### src/rtl/axi_rd_arbiter_n.sv
// -----------------------------------------------------------------------------
// axi_rd_arbiter_n
// Multiplexes NM AXI4 read masters onto a single AXI4 read port. One burst is
// outstanding at a time. The owner is chosen in IDLE by round-robin
// (RR_MODE=1) or fixed priority with master 0 highest (RR_MODE=0). The owner's
// AR request is forwarded in ADDR, and its R beats are routed back in DATA.
// Beats are counted against the latched arlen, and err_rlast pulses on any
// rlast/beat-count disagreement.
//
// Ports
//   clk, rst          clock, asynchronous active-high reset
//   m_ar*             per-master AR channel (packed, master i at [i*W +: W])
//   m_arready         per-master AR ready (only the owner's can be high)
//   m_rready/m_rvalid per-master R handshake (only the owner's is routed)
//   m_r{data,resp,last,id}  R payload broadcast to all masters
//   s_ar*, s_r*       single AXI4 read port toward memory/crossbar
//   grant             one-hot current owner, zero while IDLE
//   err_rlast         one-cycle pulse on rlast protocol mismatch
// -----------------------------------------------------------------------------
module axi_rd_arbiter_n #(
  parameter int NM      = 2,
  parameter int AW      = 32,
  parameter int DW      = 32,
  parameter int IDW     = 4,
  parameter int RR_MODE = 1
) (
  input  logic                clk,
  input  logic                rst,
  input  logic [NM-1:0]       m_arvalid,
  output logic [NM-1:0]       m_arready,
  input  logic [NM*AW-1:0]    m_araddr,
  input  logic [NM*IDW-1:0]   m_arid,
  input  logic [NM*8-1:0]     m_arlen,
  input  logic [NM*3-1:0]     m_arsize,
  input  logic [NM*2-1:0]     m_arburst,
  input  logic [NM-1:0]       m_rready,
  output logic [NM-1:0]       m_rvalid,
  output logic [DW-1:0]       m_rdata,
  output logic [1:0]          m_rresp,
  output logic                m_rlast,
  output logic [IDW-1:0]      m_rid,
  output logic                s_arvalid,
  input  logic                s_arready,
  output logic [AW-1:0]       s_araddr,
  output logic [IDW-1:0]      s_arid,
  output logic [7:0]          s_arlen,
  output logic [2:0]          s_arsize,
  output logic [1:0]          s_arburst,
  input  logic                s_rvalid,
  output logic                s_rready,
  input  logic [DW-1:0]       s_rdata,
  input  logic [1:0]          s_rresp,
  input  logic                s_rlast,
  input  logic [IDW-1:0]      s_rid,
  output logic [NM-1:0]       grant,
  output logic                err_rlast
);

  localparam int PW = (NM > 1) ? $clog2(NM) : 1;

  typedef enum logic [1:0] {
    IDLE = 2'd0,
    ADDR = 2'd1,
    DATA = 2'd2
  } state_e;

  state_e        state_q, state_d;
  logic [NM-1:0] grant_q, grant_d;
  logic [PW-1:0] own_q, own_d;       // binary index of the owner, drives the muxes
  logic [PW-1:0] rr_ptr_q, rr_ptr_d; // highest-priority master for the next round
  logic [8:0]    beat_cnt_q, beat_cnt_d;
  logic [7:0]    len_q, len_d;
  logic [PW-1:0] win_idx_s;
  logic [PW-1:0] own_next_s;

  // Unpacked views of the packed AR fields so the owner mux is a plain index.
  logic [AW-1:0]  araddr_a  [NM];
  logic [IDW-1:0] arid_a    [NM];
  logic [7:0]     arlen_a   [NM];
  logic [2:0]     arsize_a  [NM];
  logic [1:0]     arburst_a [NM];

  for (genvar i = 0; i < NM; i++) begin : g_unpack
    assign araddr_a[i]  = m_araddr[i*AW +: AW];
    assign arid_a[i]    = m_arid[i*IDW +: IDW];
    assign arlen_a[i]   = m_arlen[i*8 +: 8];
    assign arsize_a[i]  = m_arsize[i*3 +: 3];
    assign arburst_a[i] = m_arburst[i*2 +: 2];
  end

  // Scanning from the highest offset down lets the lowest offset (nearest to
  // ptr) overwrite the result last, so it wins without any priority chain.
  function automatic logic [PW-1:0] pick_winner(input logic [NM-1:0] req,
                                                input logic [PW-1:0] ptr);
    logic [PW-1:0] idx;
    logic [PW-1:0] pos;
    idx = '0;
    for (int k = NM - 1; k >= 0; k--) begin
      pos = (RR_MODE != 0) ? PW'((int'(ptr) + k) % NM) : PW'(k);
      idx = req[pos] ? pos : idx;
    end
    return idx;
  endfunction

  assign win_idx_s  = pick_winner(m_arvalid, rr_ptr_q);
  assign own_next_s = (own_q == PW'(NM - 1)) ? '0 : own_q + PW'(1);

  // AR fields always follow the owner index (master 0 after reset).
  assign s_araddr  = araddr_a[own_q];
  assign s_arid    = arid_a[own_q];
  assign s_arlen   = arlen_a[own_q];
  assign s_arsize  = arsize_a[own_q];
  assign s_arburst = arburst_a[own_q];

  // R payload is broadcast; routing is done purely through m_rvalid.
  assign m_rdata = s_rdata;
  assign m_rresp = s_rresp;
  assign m_rlast = s_rlast;
  assign m_rid   = s_rid;

  assign grant = grant_q;

  // State and bookkeeping registers.
  always_ff @(posedge clk or posedge rst) begin
    if (rst) begin
      state_q    <= IDLE;
      grant_q    <= '0;
      own_q      <= '0;
      rr_ptr_q   <= '0;
      beat_cnt_q <= 9'd0;
      len_q      <= 8'd0;
    end else begin
      state_q    <= state_d;
      grant_q    <= grant_d;
      own_q      <= own_d;
      rr_ptr_q   <= rr_ptr_d;
      beat_cnt_q <= beat_cnt_d;
      len_q      <= len_d;
    end
  end

  // Next-state logic and the handshake routing between owner and slave.
  always_comb begin
    state_d    = state_q;
    grant_d    = grant_q;
    own_d      = own_q;
    rr_ptr_d   = rr_ptr_q;
    beat_cnt_d = beat_cnt_q;
    len_d      = len_q;
    s_arvalid  = 1'b0;
    s_rready   = 1'b0;
    m_arready  = '0;
    m_rvalid   = '0;
    err_rlast  = 1'b0;

    case (state_q)
      IDLE: begin
        if (|m_arvalid) begin
          own_d   = win_idx_s;
          grant_d = {{(NM-1){1'b0}}, 1'b1} << win_idx_s;
          state_d = ADDR;
        end else begin
          state_d = IDLE;
        end
      end

      ADDR: begin
        s_arvalid        = m_arvalid[own_q];
        m_arready[own_q] = s_arready;
        if (m_arvalid[own_q] && s_arready) begin
          len_d      = arlen_a[own_q];
          beat_cnt_d = 9'd0;
          state_d    = DATA;
        end else begin
          state_d = ADDR;
        end
      end

      DATA: begin
        s_rready        = m_rready[own_q];
        m_rvalid[own_q] = s_rvalid;
        if (s_rvalid && m_rready[own_q]) begin
          // beat_cnt_q counts beats already taken, so the last beat sees len.
          beat_cnt_d = (beat_cnt_q == 9'd511) ? beat_cnt_q : beat_cnt_q + 9'd1;
          err_rlast  = s_rlast ? (beat_cnt_q != {1'b0, len_q})
                               : (beat_cnt_q == {1'b0, len_q});
          if (s_rlast) begin
            state_d  = IDLE;
            grant_d  = '0;
            rr_ptr_d = (RR_MODE != 0) ? own_next_s : rr_ptr_q;
          end else begin
            state_d = DATA;
          end
        end else begin
          state_d = DATA;
        end
      end

      default: begin
        state_d = IDLE;
        grant_d = '0;
      end
    endcase
  end

endmodule

### config.mk
export PLATFORM = sky130hd
export DESIGN_NAME = axi_rd_arbiter_n
export DESIGN_NICKNAME = d
export VERILOG_FILES = /design/src/rtl/axi_rd_arbiter_n.sv
export SDC_FILE = /design/constraint.sdc
export NUM_CORES = 1
export LEC_CHECK = 0
export CAP_MARGIN = 20
export CORE_MARGIN = 4
export CORE_UTILIZATION = 25
export DETAILED_ROUTE_END_ITERATION = 7
export GPL_TIMING_DRIVEN = 1
export PLACE_DENSITY = 0.8
export REMOVE_ABC_BUFFERS = 1
export SLEW_MARGIN = 20
export SYNTH_ARGS = -nofsm -noshare
export SYNTH_HDL_FRONTEND = slang
export SYNTH_SLANG_ARGS = --single-unit
### constraint.sdc
create_clock -name clk -period 2.05 [get_ports clk]
set_input_delay 0.41 -clock clk [delete_from_list [all_inputs] [get_ports clk]]
set_output_delay 0.41 -clock clk [all_outputs]
set_load 0.03 [all_outputs]
# Yosys cells after proc, flatten, opt, wreduce, memory -nomap -nowiden
# Index checks and enable logic that the tools add are counted.
[word_totals]
register_bits = 23
latchBits = 0
ramBits = 0
mem_bits_ro = 0
in_bits = 145
word_cells = 88
memories = 0
[classes]
n_addsub = 3
n_mul = 0
n_div = 0
magnitude_cmp = 5
n_eq_ne = 10
n_shift = 1
n_mux = 48
bitwise = 4
reduce_logical = 11
[op_table]
columns = ["operator", "n"]
rows = [
  ["two-way mux 32 bit", 3],
  ["two-way mux 9 bit", 3],
  ["two-way mux 8 bit", 3],
  ["two-way mux 2 bit", 11],
  ["two-way mux 1 bit", 18],
  ["case mux 9 bit (2 select lines)", 1],
  ["two-way mux 4 bit", 3],
  ["case mux 2 bit (3 select lines)", 2],
  ["inequality test 2 bit, second input constant", 5],
  ["adder 9 x 1 -> 9 bit, second input constant", 1],
  ["equality test 9 x 8 -> 1 bit", 1],
  ["equality test 9 bit, second input constant", 1],
  ["two-way mux 3 bit", 3],
  ["inequality test 9 x 8 -> 1 bit", 1],
  ["AND reduction 4 bit", 2],
  ["< comparator 1 x 2 -> 1 bit, second input constant", 3],
  ["bitwise AND 2 bit", 2],
  ["AND reduction 2 bit", 2],
  ["logical AND 1 bit", 3],
  ["AND reduction 3 bit", 1],
  ["adder 1 bit, second input constant", 2],
  ["equality test 2 x 1 -> 1 bit, second input constant", 1],
  ["equality test 2 bit, second input constant", 1],
  ["greater-or-equal comparator 2 bit, second input constant", 1],
  ["other kinds (8)", 8],
]

# Longest topological paths before layout
# Gate-level depths: netlist of run 1.
[logic_depth]
ltp_word = 8
depth_mapped = 7

# Worst setup path after synthesis of run 1
# OpenSTA, ideal clock, no wires.
[synth_path]
path_type = "register to output"
startpoint = "register state_q[0]"
endpoint = "output port err_rlast"
t_arrival_ns = 1.692
required_ns = 1.640
slack_ns = -0.052
stages_incl_launch_ff = 5
cell_sequence = "dfrtp_1 > clkbuf_1 > nand3b_4 > or3b_2 > mux2i_1"
[synth_between]
elab_chain_cells = 2
[synth_rtl]
columns = ["element", "line_no", "rtl"]
rows = [
  ["from (decl)", "67", "state_e state_q, state_d;"],
  ["from (signal assigned)", "133", "state_q <= state_d;"],
  ["equality test 2 bit", "156", "case (state_q)"],
  ["two-way mux 1 bit", "156", ""],
  ["to (decl)", "56", "output logic err_rlast"],
]
# Every way passes these cells.

# Final worst setup path of run 1
[layout_path]
startpoint = "register beat_cnt_q[0]"
endpoint = "output port err_rlast"
[layout_between]
elab_chain_cells = 4
word_cells_on_any_way = 5
[layout_rtl]
columns = ["element", "line_no", "rtl"]
rows = [
  ["from (decl)", "71", "logic [8:0] beat_cnt_q, beat_cnt_d;"],
  ["from (signal assigned)", "137", "beat_cnt_q <= beat_cnt_d;"],
  ["equality test 9 x 8 -> 1 bit or inequality test 9 x 8 -> 1 bit (tied branches)", "186, 185", ""],
  ["two-way mux 1 bit *", "185", "err_rlast = s_rlast ? (beat_cnt_q != {1'b0, len_q})"],
  ["two-way mux 1 bit *", "182", "if (s_rvalid && m_rready[own_q]) begin"],
  ["two-way mux 1 bit *", "156", ""],
]
# Every way passes the cells marked *; elsewhere a longest branch is shown, timed or not.

==> results of run 1 <==
## final cells by class
class	count	area [um^2]	share of cell area [%]
clock buffer	3	41.3	0.998
clock inverter	1	5.00	0.121
inverter	3	11.3	0.272
multi-input combinational	141	1310	31.6
sequential	23	577	13.9
tap	105	131	3.18
timing repair buffer	205	2060	49.8
## cells by family (layout without fill, tap and decap cells)
family          Yosys count  in the layout
fa+ha+maj                 2              2
xor+xnor                 11             11
buf+inv                  51            212
simple gates             48             48
flops                    23             23
mux                      64             64
compound gates           16             16
## through the flow
stage	util [%]	TNS, ns	area (um^2)	hold WS [ns]
3_3_place_gp	45.0	-0.932	3700	0.493
4_1_cts	46.6	-3.08	3830	0.499
2_1_floorplan	-	-33.01	1790	0.412
5_1_grt	50.3	-0.312	4140	0.510
3_5_place_dp	45.0	-1.19	3700	0.506
6_report	50.3	-0.171	4140	0.495
## power groups by stage
stage | registers, mW | logic (mW) | clock network, mW
after floorplan | 0.880 | 1.56 | 0
after global placement | 0.742 | 2.86 | 0
after detailed placement | 0.744 | 2.89 | 0
after CTS | 0.738 | 2.99 | 0.297
after global routing | 0.776 | 3.65 | 0.319
final | 0.758 | 3.48 | 0.287
## worst max-delay path by stage
stage / cells after the start / startpoint / slack, ns / end
floorplan: 3 / own_q / -1.28 / err_rlast
global placement: 4 / m_arvalid[1] / -0.21 / s_arvalid
detailed placement: 4 / m_arvalid[1] / -0.25 / s_arvalid
CTS: 7 / beat_cnt_q[4] / -0.22 / err_rlast
global route: 7 / beat_cnt_q[0] / -0.26 / err_rlast
finish: 7 / beat_cnt_q[0] / -0.17 / err_rlast
## state kept, by name, summed over array words and instances, names as in the netlist
name / cells
len_q: 8
grant: 2
beat_cnt_q: 9
own_q: 1
rr_ptr_q: 1
state_q: 2
## timing repair
action,in CTS,in global routing
gates cloned,0,5
pin swaps,9,4
endpoints found under the setup margin,3,54
buffers inserted,5,5
gates resized for setup,13,41
## layer usage
layer / vias up / share of wire [%] / wire [um] / GRT usage (%)
met5: - / 0 / 0 / 0
met4: 0 / 4.0 / 536 / 8.50
met3: 22 / 15 / 2040 / 16.7
met2: 185 / 55 / 7310 / 47.2
met1: 1048 / 25 / 3380 / 17.2
li1: 1044 / - / - / -
## cell usage after synthesis (2+ instances only)
master / n
o21ai_0: 7
buf_2: 6
nor2_1: 13
nand2_1: 9
dfrtp_1: 23
ha_1: 2
mux2_2: 60
nor4b_1: 2
nand4_1: 2
buf_4: 39
or3_1: 4
nor3_1: 2
mux2i_1: 4
a31oi_1: 3
nand3b_1: 2
and3_1: 2
xor2_1: 2
clkbuf_1: 2
xnor2_1: 9
inv_1: 3
nor4_1: 2
a21oi_1: 2
nand3_1: 4
## worst max-delay path: cells and delay by family (launching register included)
family | cells | cell delay (ns)
simple gates | 2 | 0.29
xor+xnor | 1 | 0.12
buf+inv | 3 | 0.52
mux | 1 | 0.22
flops | 1 | 0.39
==> metrics, run 1 <==
status finished, violations left; failing checks setup timing; reg2reg end beat_cnt_q[7]; Reg2Reg Launch Point beat_cnt_q[1]; Post-Syn Instances roughly 220; compound-cell area share of the yosys netlist under 10%; clock tree root buffer cell clkbuf_8; GRT Residual Overflow 0; final worst slack -0.171 ns; Adder-Cell Fraction of Synth Area between 1 and 1.5%; switching part of the total a little over two fifths; Yosys top cell by area mux2_2; largest stage delay on the critical path between 0.3 and 0.4 ns; Power per Cell Area around 1100 nW/um^2; Top cell by count, worst path buf_4; initial antenna violation count 0; R2R Setup Slk 0.02 ns; Clock Skew 0.000841 ns; fmax around 450 MHz; Leak 1.79 nW; placed insts around 460; Distinct cells, synth 34; worst-path cell chain buf_4 -> xnor2_2 -> nand4_1 -> nor4_2 -> buf_4 -> mux2i_2 -> buf_4; post-synthesis mux area share roughly a third; Fin. Hold Viols 0; commonest non-fill, non-tap cell in the layout clkdlybuf4s50_1; Post-Synthesis Cell Area roughly 2100 um^2; crit-path max FO 3; DRT iter0 DRCs 67; nature of the critical path endpoint output port; RSZ-0062 raised after global routing yes; initial core utilization between 20 and 30%; largest net degree at the start of global routing 55; critical path's slowest cell dfrtp_1; Post-synth EDFFs 0; final wirelength around 13000 um; via count between 2000 and 2500; final net count roughly 520; number of diodes 0; H-tree depth 1; first-pass GRT wire length roughly 17000 um; row cnt 33; Final Total Pwr approximately 4.5 mW; port buffer count 165; Synth async-reset ratio 100%; ranking of synthesized cells by area mux2_2, dfrtp_1, buf_4, xnor2_1, nor2_1; Startpoint Class flip-flop; pre-CTS setup slack -0.246 ns; Core Region about 8200 um^2; Yosys reg bits 23; Worst Max-Slew Pin Slew 0.322 ns; max_slew headroom 78.2%; P_sw between 1.5 and 2 mW; GP Congestion between 0.8 and 0.9; Die ar. 10000 um^2; Worst IR Drop VDD between 0.0007 and 0.0008 V; Comb power frac about 77%; hpwl dp approximately 11000 um; Worst Setup Path Type reg -> out; register share of total power between 10% and 20%; Ports roughly 240; total CTS buffers 3; Avg Inst Size Synth 9.86 um^2; CTS Hold Bufs 0; largest family of logic cells by synthesized area multiplexers; internal power between 2 and 3 mW; Antenna Nets Post-Route 0; Longest Clk Path Bufs 2; WP data arrival 1.81 ns; commonest non-fill, non-tap cells in the layout clkdlybuf4s50_1, buf_4, mux2_2; DRC Markers 0; Slew Limit Fails 0; # Max-Cap Violations 0; FF-to-FF path depth 8; Finished Layout Cells 481; Synth Area in Simple Gates roughly 13%; share of cells above drive strength 1 about 47%; Main synth FF type dfrtp_1; synth warn 0; clock network power share about 6.3%; die height 100 um; wire per inst 27.6 um; Worst Path Required about 1.6 ns; fin crit share 108%; worst min-delay path category in -> async; Filler cells 730; Vias/cell between 4 and 5; Layout Area Growth over Synthesis 95.0%; Clock Latency Late Sink 0.27 ns; clock slew at reported path FFs 0.08 ns; DRT Pass-1 Iters 4; final setup fails 1; Seq/Total Area, Yosys a little over a quarter; share of the synthesized area in the top cell type around a third; XOR/XNOR Fraction of Synth Area 4.54%; clock sink total 23; vias in the first global route roughly 2300; CTS tree built; post-route minimum period about 2.2 ns; die width about 100 um; GRT Overall Usage a little under a quarter
No activity file was read; power rests on OpenSTA's default activity.
==> run 2, diff against run 1 <==
CTS_CLUSTER_SIZE = 14   (was default)
==> results of run 2 <==
The final DEF is identical to that of run 1; final timing and power are the same.
